--- config.mk ---
export PLATFORM = sky130hd
export DESIGN_NAME = fifo_bank4
export DESIGN_NICKNAME = d
export VERILOG_FILES = /design/src/rtl/fifo_bank4.sv
export SDC_FILE = /design/constraint.sdc
export NUM_CORES = 1
export LEC_CHECK = 0
export BUFFER_PORTS_ARGS = -buffer_cell sky130_fd_sc_hd__buf_2
export CAP_MARGIN = 20
export CORE_MARGIN = 1
export CORE_UTILIZATION = 35
export CTS_CLUSTER_SIZE = 40
export DETAILED_ROUTE_END_ITERATION = 8
export GPL_TIMING_DRIVEN = 0
export PLACE_DENSITY_LB_ADDON = 0.2
export SETUP_SLACK_MARGIN = 0.02
export SYNTH_ARGS = -nofsm -noshare
export SYNTH_HDL_FRONTEND = slang
export SYNTH_SLANG_ARGS = --single-unit
export TNS_END_PERCENT = 30
--- constraint.sdc ---
create_clock -name clk -period 3.21 [get_ports clk]
set_clock_uncertainty 0.1 [all_clocks]
set_input_delay 0 -clock clk [delete_from_list [all_inputs] [get_ports clk]]
set_output_delay 0 -clock clk [all_outputs]
set_load 0.03 [all_outputs]
--- src/rtl/fifo_bank4.sv ---
// Bank of four independent circular FIFOs feeding the round-robin arbiter; pops return data one cycle later.
// Optional same-cycle empty-queue forwarding is compiled in with `define FIFO_BANK_BYPASS_EN.
module fifo_bank4 #(
    parameter int DATA_W   = 10,
    parameter int DEPTH    = 8,
    parameter int ADDR_W   = 3,
    parameter int AFULL_TH = 6
) (
    input  logic              clk,
    input  logic              reset,
    input  logic              push,
    input  logic [1:0]        push_id,
    input  logic [DATA_W-1:0] data_in,
    input  logic              read,
    input  logic [1:0]        pop_id,
    output logic [DATA_W-1:0] data_out,
    output logic              valid_out,
    output logic [3:0]        empty,
    output logic [3:0]        full,
    output logic [3:0]        almost_full,
    output logic              err_overflow,
    output logic              err_underflow
);

    localparam int CW = ADDR_W + 1;
    localparam logic [CW-1:0] FULL_CNT = CW'(DEPTH);
    localparam logic [CW-1:0] AF_CNT   = CW'(AFULL_TH);

    logic [ADDR_W-1:0] wr_ptr [4];
    logic [ADDR_W-1:0] rd_ptr [4];
    logic [CW-1:0]     count  [4];
    logic [DATA_W-1:0] mem    [4*DEPTH];

    logic              same_q_p0;
    logic              push_ok_p0;
    logic              pop_ok_p0;
    logic              byp_p0;
    logic              ovf_p0;
    logic              unf_p0;
    logic [3:0]        inc_p0;
    logic [3:0]        dec_p0;
    logic [DATA_W-1:0] rdata_p0;

    logic [DATA_W-1:0] dout_p1;
    logic              vld_p1;
    logic              ovf_p1;
    logic              unf_p1;

    // Flags decode straight from the registered counts, so they carry no extra lag.
    always_comb begin
        for (int i = 0; i < 4; i++) begin
            empty[i]       = (count[i] == '0);
            full[i]        = (count[i] == FULL_CNT);
            almost_full[i] = (count[i] >= AF_CNT);
        end
    end

    // Stage p0: request qualification against the current occupancy.
    always_comb begin
        same_q_p0 = (push_id == pop_id);
`ifdef FIFO_BANK_BYPASS_EN
        byp_p0    = push && read && same_q_p0 && empty[pop_id];
`else
        byp_p0    = 1'b0;
`endif
        pop_ok_p0  = read && !empty[pop_id];
        // A pop from a full queue frees the slot the same-cycle push lands in.
        push_ok_p0 = push && !byp_p0 && (!full[push_id] || (pop_ok_p0 && same_q_p0));
        ovf_p0     = push && !byp_p0 && !push_ok_p0;
        unf_p0     = read && empty[pop_id] && !byp_p0;

        inc_p0 = 4'b0000;
        dec_p0 = 4'b0000;
        if (push_ok_p0) inc_p0[push_id] = 1'b1;
        if (pop_ok_p0)  dec_p0[pop_id]  = 1'b1;

        rdata_p0 = mem[{pop_id, rd_ptr[pop_id]}];
    end

    // Storage is never reset; a full-queue push overwrites the slot being popped, which reads the old word.
    always_ff @(posedge clk) begin
        if (push_ok_p0)
            mem[{push_id, wr_ptr[push_id]}] <= data_in;
    end

    always_ff @(posedge clk or posedge reset) begin
        if (reset) begin
            for (int i = 0; i < 4; i++) begin
                wr_ptr[i] <= '0;
                rd_ptr[i] <= '0;
                count[i]  <= '0;
            end
        end else begin
            for (int i = 0; i < 4; i++) begin
                if (inc_p0[i]) wr_ptr[i] <= wr_ptr[i] + 1'b1;
                if (dec_p0[i]) rd_ptr[i] <= rd_ptr[i] + 1'b1;
                case ({inc_p0[i], dec_p0[i]})
                    2'b10:   count[i] <= count[i] + 1'b1;
                    2'b01:   count[i] <= count[i] - 1'b1;
                    default: count[i] <= count[i];
                endcase
            end
        end
    end

    // Stage p1: registered pop result and error pulses.
    always_ff @(posedge clk or posedge reset) begin
        if (reset) begin
            dout_p1 <= '0;
            vld_p1  <= 1'b0;
            ovf_p1  <= 1'b0;
            unf_p1  <= 1'b0;
        end else begin
            vld_p1 <= pop_ok_p0 || byp_p0;
            ovf_p1 <= ovf_p0;
            unf_p1 <= unf_p0;
            if (pop_ok_p0)
                dout_p1 <= rdata_p0;
            else if (byp_p0)
                dout_p1 <= data_in;
        end
    end

    assign data_out      = dout_p1;
    assign valid_out     = vld_p1;
    assign err_overflow  = ovf_p1;
    assign err_underflow = unf_p1;

endmodule

* Yosys cells after proc, flatten, opt, wreduce, memory -nomap -nowiden
Memories as Yosys holds them, arrays and structs flattened. A register that Yosys moved wholly into a read port is not among the register bits.
Cells that the tools add are included.
** Cells by class
- Order comparisons :: 10
- Equality and inequality tests :: 13
- Muxes and demuxes :: 22
- Reductions and logical operators :: 19
- Bitwise gates (word level) :: 2
- Add/subtract/negate cells :: 16
** Operators by type and width (count)
- 4-bit case mux with 2 select lines :: 4
- 3-bit by 1-bit adder with 3-bit output, second input constant :: 8
- 4-bit by 1-bit adder with 4-bit output, second input constant :: 4
- 4-bit equality test, second input constant :: 4
- 4-bit by 3-bit greater-or-equal comparator with 1-bit output, second input constant :: 4
- 4-bit zero test :: 4
- 4-bit by 1-bit subtractor with 4-bit output, second input constant :: 4
- 3-bit binary-select mux with 2-bit select :: 2
- 3-bit 2-to-1 mux :: 4
- 2-bit by 1-bit equality test with 1-bit output, second input constant :: 4
- 2-bit equality test, second input constant :: 4
- 4-bit 2-to-1 mux :: 2
- 2-bit nonzero test :: 4
- 1-bit logical AND :: 7
- 3-bit greater-or-equal comparator, second input constant :: 2
- 2-bit by 3-bit < comparator with 1-bit output, second input constant :: 2
- 1-bit 2-to-1 mux :: 6
- 2-bit inverter with 3-bit output :: 2
- 1-bit binary-select mux with 2-bit select :: 2
- 1-bit demux with 2-bit select :: 2
- 2-bit by 1-bit greater-or-equal comparator with 1-bit output, second input constant :: 2
- 1-bit zero test :: 3
- 2-bit equality test :: 1
- 1-bit logical OR :: 1
** Storage, ports and cells
- Logic and storage cells :: 98
- Register bits after elaboration :: 43
- Memories kept :: 1
- Memory bits (writable) :: 320
- Output and inout port bits :: 25
- Input bits :: 18
** Memories
- mem :: depth 32, width 10, rd ports 1, clocked after Yosys merged registers in 1, wr ports 1, RTL line 32 : logic [DATA_W-1:0] mem [4*DEPTH];

* Longest topological paths before layout
- Word-level depth :: 11
- Mapped depth :: 16
- Depth with buffers taken out :: 14

* Worst setup path after synthesis
No wires, ideal clock.
- Kind :: register to register
- Start point :: reg count[13] (netlist name)
- End point :: reg count[11] (netlist name)
- Arrival time :: 3.460 ns
- Path slack :: -0.476 ns
- Cell stages (with the launch flop) :: 14
- Period minus slack after synthesis :: 3.686 ns
- Path buffers :: 1
- Setup time :: 0.125 ns
- Data required time :: 2.985 ns
- Path through :: dfrtp_1 -> buf_2 -> nor4b_1 -> mux4_2 -> a21boi_1 -> and2_1 -> inv_1 -> ha_1 -> ha_1 -> a21o_1 -> a21oi_1 -> xnor2_1 -> nor2_1 -> xor2_1
** Between the ends
- Elaborated cells between the ends (all ways) :: 18
- Classes of those cells :: eq/ne (3); mux (7); reduce/logical (8)
** RTL lines
- from (decl) :: RTL line 31 : logic [CW-1:0] count [4];
- from (signal, indexed assignment) :: RTL line 98 : 2'b10: count[i] <= count[i] + 1'b1;
- from (signal, indexed assignment) :: RTL line 99 : 2'b01: count[i] <= count[i] - 1'b1;
- from (signal, indexed assignment) :: RTL line 100 : default: count[i] <= count[i];
- 4-bit equality test (*) :: RTL line 53 : full[i] = (count[i] == FULL_CNT);
- named net full[0] :: RTL line 19 : output logic [3:0] full,
- 1-bit binary-select mux with 2-bit select (*) :: RTL line 68 : push_ok_p0 = push && !byp_p0 && (!full[push_id] || (pop_ok_p0 && same_q_p0));
- 1-bit 2-to-1 mux (not written as such) (*) :: RTL line 68
- 1-bit zero test (*) :: RTL line 68
- 1-bit logical OR (*) :: RTL line 68
- 1-bit logical AND (*) :: RTL line 68
- 4-bit 2-to-1 mux (*) :: RTL line 74 : if (push_ok_p0) inc_p0[push_id] = 1'b1;
- 2-bit by 1-bit equality test with 1-bit output / 2-bit equality test (equally long branches) :: RTL line 97 : case ({inc_p0[i], dec_p0[i]})
- 4-bit case mux with 2 select lines / 2-bit nonzero test (equally long branches)
The timed path passes the listed nets; every way through them passes the cells marked *. The select of a mux whose other input is x is not followed.
A chain may end at the register's enable or synchronous reset.

* Worst setup path in the final report
- Start point :: reg count[7] (netlist name)
- End point :: mem mem[12][5] (enable)
** Between the ends
- Cells in the longest elaborated chain, start to end :: 10
- Elaborated cells between the ends (all ways) :: 14
- Classes of those cells :: eq/ne (1); mux (6); reduce/logical (7)
** RTL lines
- 4-bit zero test :: RTL line 52 : empty[i] = (count[i] == '0);
- 1-bit binary-select mux with 2-bit select :: RTL line 66 : pop_ok_p0 = read && !empty[pop_id];
- 1-bit 2-to-1 mux (not written as such) :: RTL line 66
- 1-bit zero test :: RTL line 66
- 1-bit logical AND :: RTL line 66
- 1-bit logical AND :: RTL line 68
- 1-bit logical OR (*) :: RTL line 68
- 1-bit logical AND (*) :: RTL line 68
- 1-bit 2-to-1 mux (*) :: RTL line 82 : if (push_ok_p0)
- 1-bit 2-to-1 mux (not written as such) (*) :: RTL line 83 : mem[{push_id, wr_ptr[push_id]}] <= data_in;
- to (decl) :: RTL line 32
Mark *: on every way between the ends. The rest lies on a longest branch, timed or not. The select of a mux whose other input is x is not followed.

==> metrics.md <==
| Metric | Value |
|---|---|
| Clock insertion delay at the later pin of the skew report | 0.53 ns |
| Maximum vdd drop | 0.4444 mV |
| Clk buf depth | 3 |
| Via-to-Cell Ratio | 5.063 |
| Netlist cell types | 44 |
| Share of the yosys chip area belonging to registers | 0.7050 |
| Count of flip-flops with a built-in enable after synthesis | 320 |
| Remaining number of nets flagged by the antenna check after routing | 0 |
| Total of flip-flops plus latches after synthesis | 373 |
| Clock Pin Slew Worst Setup and Hold Paths | 0.06 ns |
| Layout net count | 1072 |
| Register-to-register setup slack | 0.13 ns |
| Unrepaired setup endpoints after global routing | true |
| Standard-cell rows | 76 |
| Largest net degree at the start of global routing | 33 |
| Number of antenna violations at the first check in global routing | 0 |
| Number of violations reported at the end of detailed-routing iteration 0 | 560 |
| Type of the setup path with the least slack | reg2reg |
| Number of buffers inserted by port buffering | 41 |
| Data arrival time of the critical path | 3.14 ns |
| CP endpoint kind | flip-flop |
| Leading area contributor after synthesis | sky130_fd_sc_hd__edfxtp_1 |
| Top-Level Pins | 43 |
| Outcome | finished clean |
| Final HPWL from detailed placement | 24.98 mm |
| Die footprint | 45170 um2 |
| TritonCTS Sinks | 373 |
| Capturing point of the worst reg2reg path | mem[12][5] |
| Final cycle utilization of the critical path | 0.9599 |
| Total power divided by cell area | 870.3 nW/um2 |
| Crit path to | mem[12][5] |
| Number of buffers inserted during clock tree synthesis | 41 |
| Overall die width | 212.5 um |
| Routed via count | 8339 |
| Actual transition at the worst max-transition pin | 1.174 ns |
| CTS tree | yes |
| ANT cells | 0 |
| Length in cells of the worst reg-to-reg path | 5 |
| Leakage dissipation | 6.554 nW |
| Worst hold path stage count | 1 |
| Clock root cell | sky130_fd_sc_hd__clkbuf_16 |
| Vias in the first global route | 8350 |
| Utilization after layout | 0.4276 |
| Total routed wirelength | 37.59 mm |
| Synthesized instance count | 913 |
| Most used DFF post-synth | sky130_fd_sc_hd__edfxtp_1 |
| DRC violation count after routing | 0 |
| Gr ovfl total | 0 |
| Required @ worst endpoint | 3.27 ns |
| Critical R2R Launch | count[7] |
| Headroom to the max-slew limit | 0.2171 |
| Worst setup startpoint | count[7] |
| Worst hold-check slack | 0.01319 ns |
| Total number of yosys warnings | 0 |
| Total of endpoints with negative setup slack in the final report | 0 |
| Post-layout min period | 3.081 ns |
| Wire length of the first global-routing pass | 54.90 mm |
| Total global routing track utilization | 0.1706 |
| Share of the synthesized area in the top cell type | 0.6195 |
| Final Hold Viols | 0 |
| Cell area after technology mapping | 15510 um2 |
| Starting density of the core | 0.3577 |
| Layout cell share with drive strength beyond 1 | 0.2524 |
| Router iterations before antenna repair | 4 |
| Avg Synthesized Cell Area | 16.99 um2 |
| Min-delay worst type | in2reg |
| Relative area change from synthesis to final layout | 19.53% |
| Top cells by area, synth | sky130_fd_sc_hd__edfxtp_1 (62%), sky130_fd_sc_hd__dfrtp_1 (8.5%), sky130_fd_sc_hd__mux4_2 (6.7%) |
| CTS H-Tree Depth | 2 |
| Slew Viols, Final | 0 |
| Maximum clock frequency | 0.3245 GHz |
| Post-Synthesis Net Count | 954 |
| Largest driver fanout on the critical path | 10 |
| MaxCap Viol Count | 0 |
| Gpl congestion | 0.8589 |
| Crit start category | flip-flop |
| Async set or reset register ratio after synthesis | 0.1421 |
| Core Footprint | 43360 um2 |
| Avg WL per Cell | 22.82 um |
| Die Ht | 212.5 um |
==> per-layer routing <==
metal / part of all wire / GRT usage / vias to the layer above
met2: 0.45 / 0.2567 / 205
li1: - / - / 3803
met1: 0.46 / 0.2392 / 4265
met5: 0 / 0 / -
met4: 0.034 / 0.06921 / 0
met3: 0.056 / 0.03737 / 66
==> flip-flops by register name (all words and copies together), names as in the netlist <==
name	cells
count	16
err_underflow	1
data_out	10
mem	320
err_overflow	1
valid_out	1
wr_ptr	12
rd_ptr	12
==> how the worst min path moves through the flow <==
stage / start / end / slack, ns
after CTS: data_in[6] / mem[11][6] / 0.009
final: data_in[6] / mem[1][6] / 0.01
after global placement: push / err_overflow / 0.15
after floorplan: data_in[0] / mem[0][0] / -0.001
after global routing: data_in[7] / mem[0][7] / 0.04
after detailed placement: reset / rd_ptr[2] / 0.003
==> power by group <==
group	internal, mW	switching [mW]
clock	2.84	1.88
sequential	5.78	0.448
combinational	2.05	3.14
==> cells in the mapped netlist (all sizes together), types with 13 or more instances <==
library cell  count
o21ai            13
mux4             46
a21oi            17
a221oi           27
xor2             19
edfxtp          320
nor2             36
ha               20
xnor2            16
dfrtp            53
mux2i            87
nand2            70
nor2b            20
buf              36
inv              15
==> placed cells by master (no fill, tap or decap), drive strengths merged, types with 6 or more instances in the layout <==
master         n
a211oi        12
a21o           7
a21oi         17
a221oi        27
a31oi         10
and2           6
buf           96
bufinv         6
clkbuf        59
clkinv        13
dfrtp         53
dlygate4sd3   14
edfxtp       320
ha            20
inv           18
mux2          11
mux2i         87
mux4          46
nand2         70
nand3          8
nor2          36
nor2b         20
nor3           8
nor4b          7
o21a          10
o21ai         13
xnor2         16
xor2          19
==> cell type report <==
type / instances / area, um2
repair buffers: 75 / 569.3
flip-flops and latches: 373 / 10940
inverters: 15 / 56.30
well taps: 585 / 732.0
multi-input cells: 480 / 4623
clock inverters: 25 / 286.5
fillers: 3931 / 24820
plain buffers: 45 / 277.8
clock buffers: 49 / 1056
==> worst max-delay path, cell delays in order, from the launching register on <==
cell	delay, ns
sky130_fd_sc_hd__dfrtp_2	0.44
sky130_fd_sc_hd__nor4b_2	0.18
sky130_fd_sc_hd__mux4_2	0.52
sky130_fd_sc_hd__a21boi_4	0.25
sky130_fd_sc_hd__nor3b_2	0.56
sky130_fd_sc_hd__and3_1	0.65
==> repair_timing <==
action,in CTS,in global routing
hold endpoints to repair,312,0
setup buffers,2,6
pin swaps,1,8
setup endpoints to repair,314,159
resized for setup,29,38
hold buffers,14,0
==> cells by family (layout without fill, tap and decap cells) <==
kind of cell	Yosys count	count (layout)	synth area share
AO/OA/AOI/OAI	101	101	0.04775
XOR/XNOR	35	35	0.01976
adder cells (fa/ha/maj)	23	23	0.02000
buffers and inverters	60	209	0.02137
flip-flops	373	373	0.7050
multiplexers	144	144	0.1317
AND/OR/NAND/NOR	177	177	0.05444
==> metrics by stage <==
step                instance area [um2]  cells  setup WS, ns  power (mW)  setup TNS, ns
floorplan                         15570    913      -0.04919       9.615         -1.005
global placement                  16510   1539        -1.524       11.23        -197.69
detailed placement                16680   1551       -0.6178       11.30        -112.50
CTS                               18280   1641       -0.1708       16.11         -12.92
global route                      18540   1647      -0.04094       16.86       -0.09386
finish                            18540   1647        0.1287       16.14              0
(Power assumes the default switching activity.)
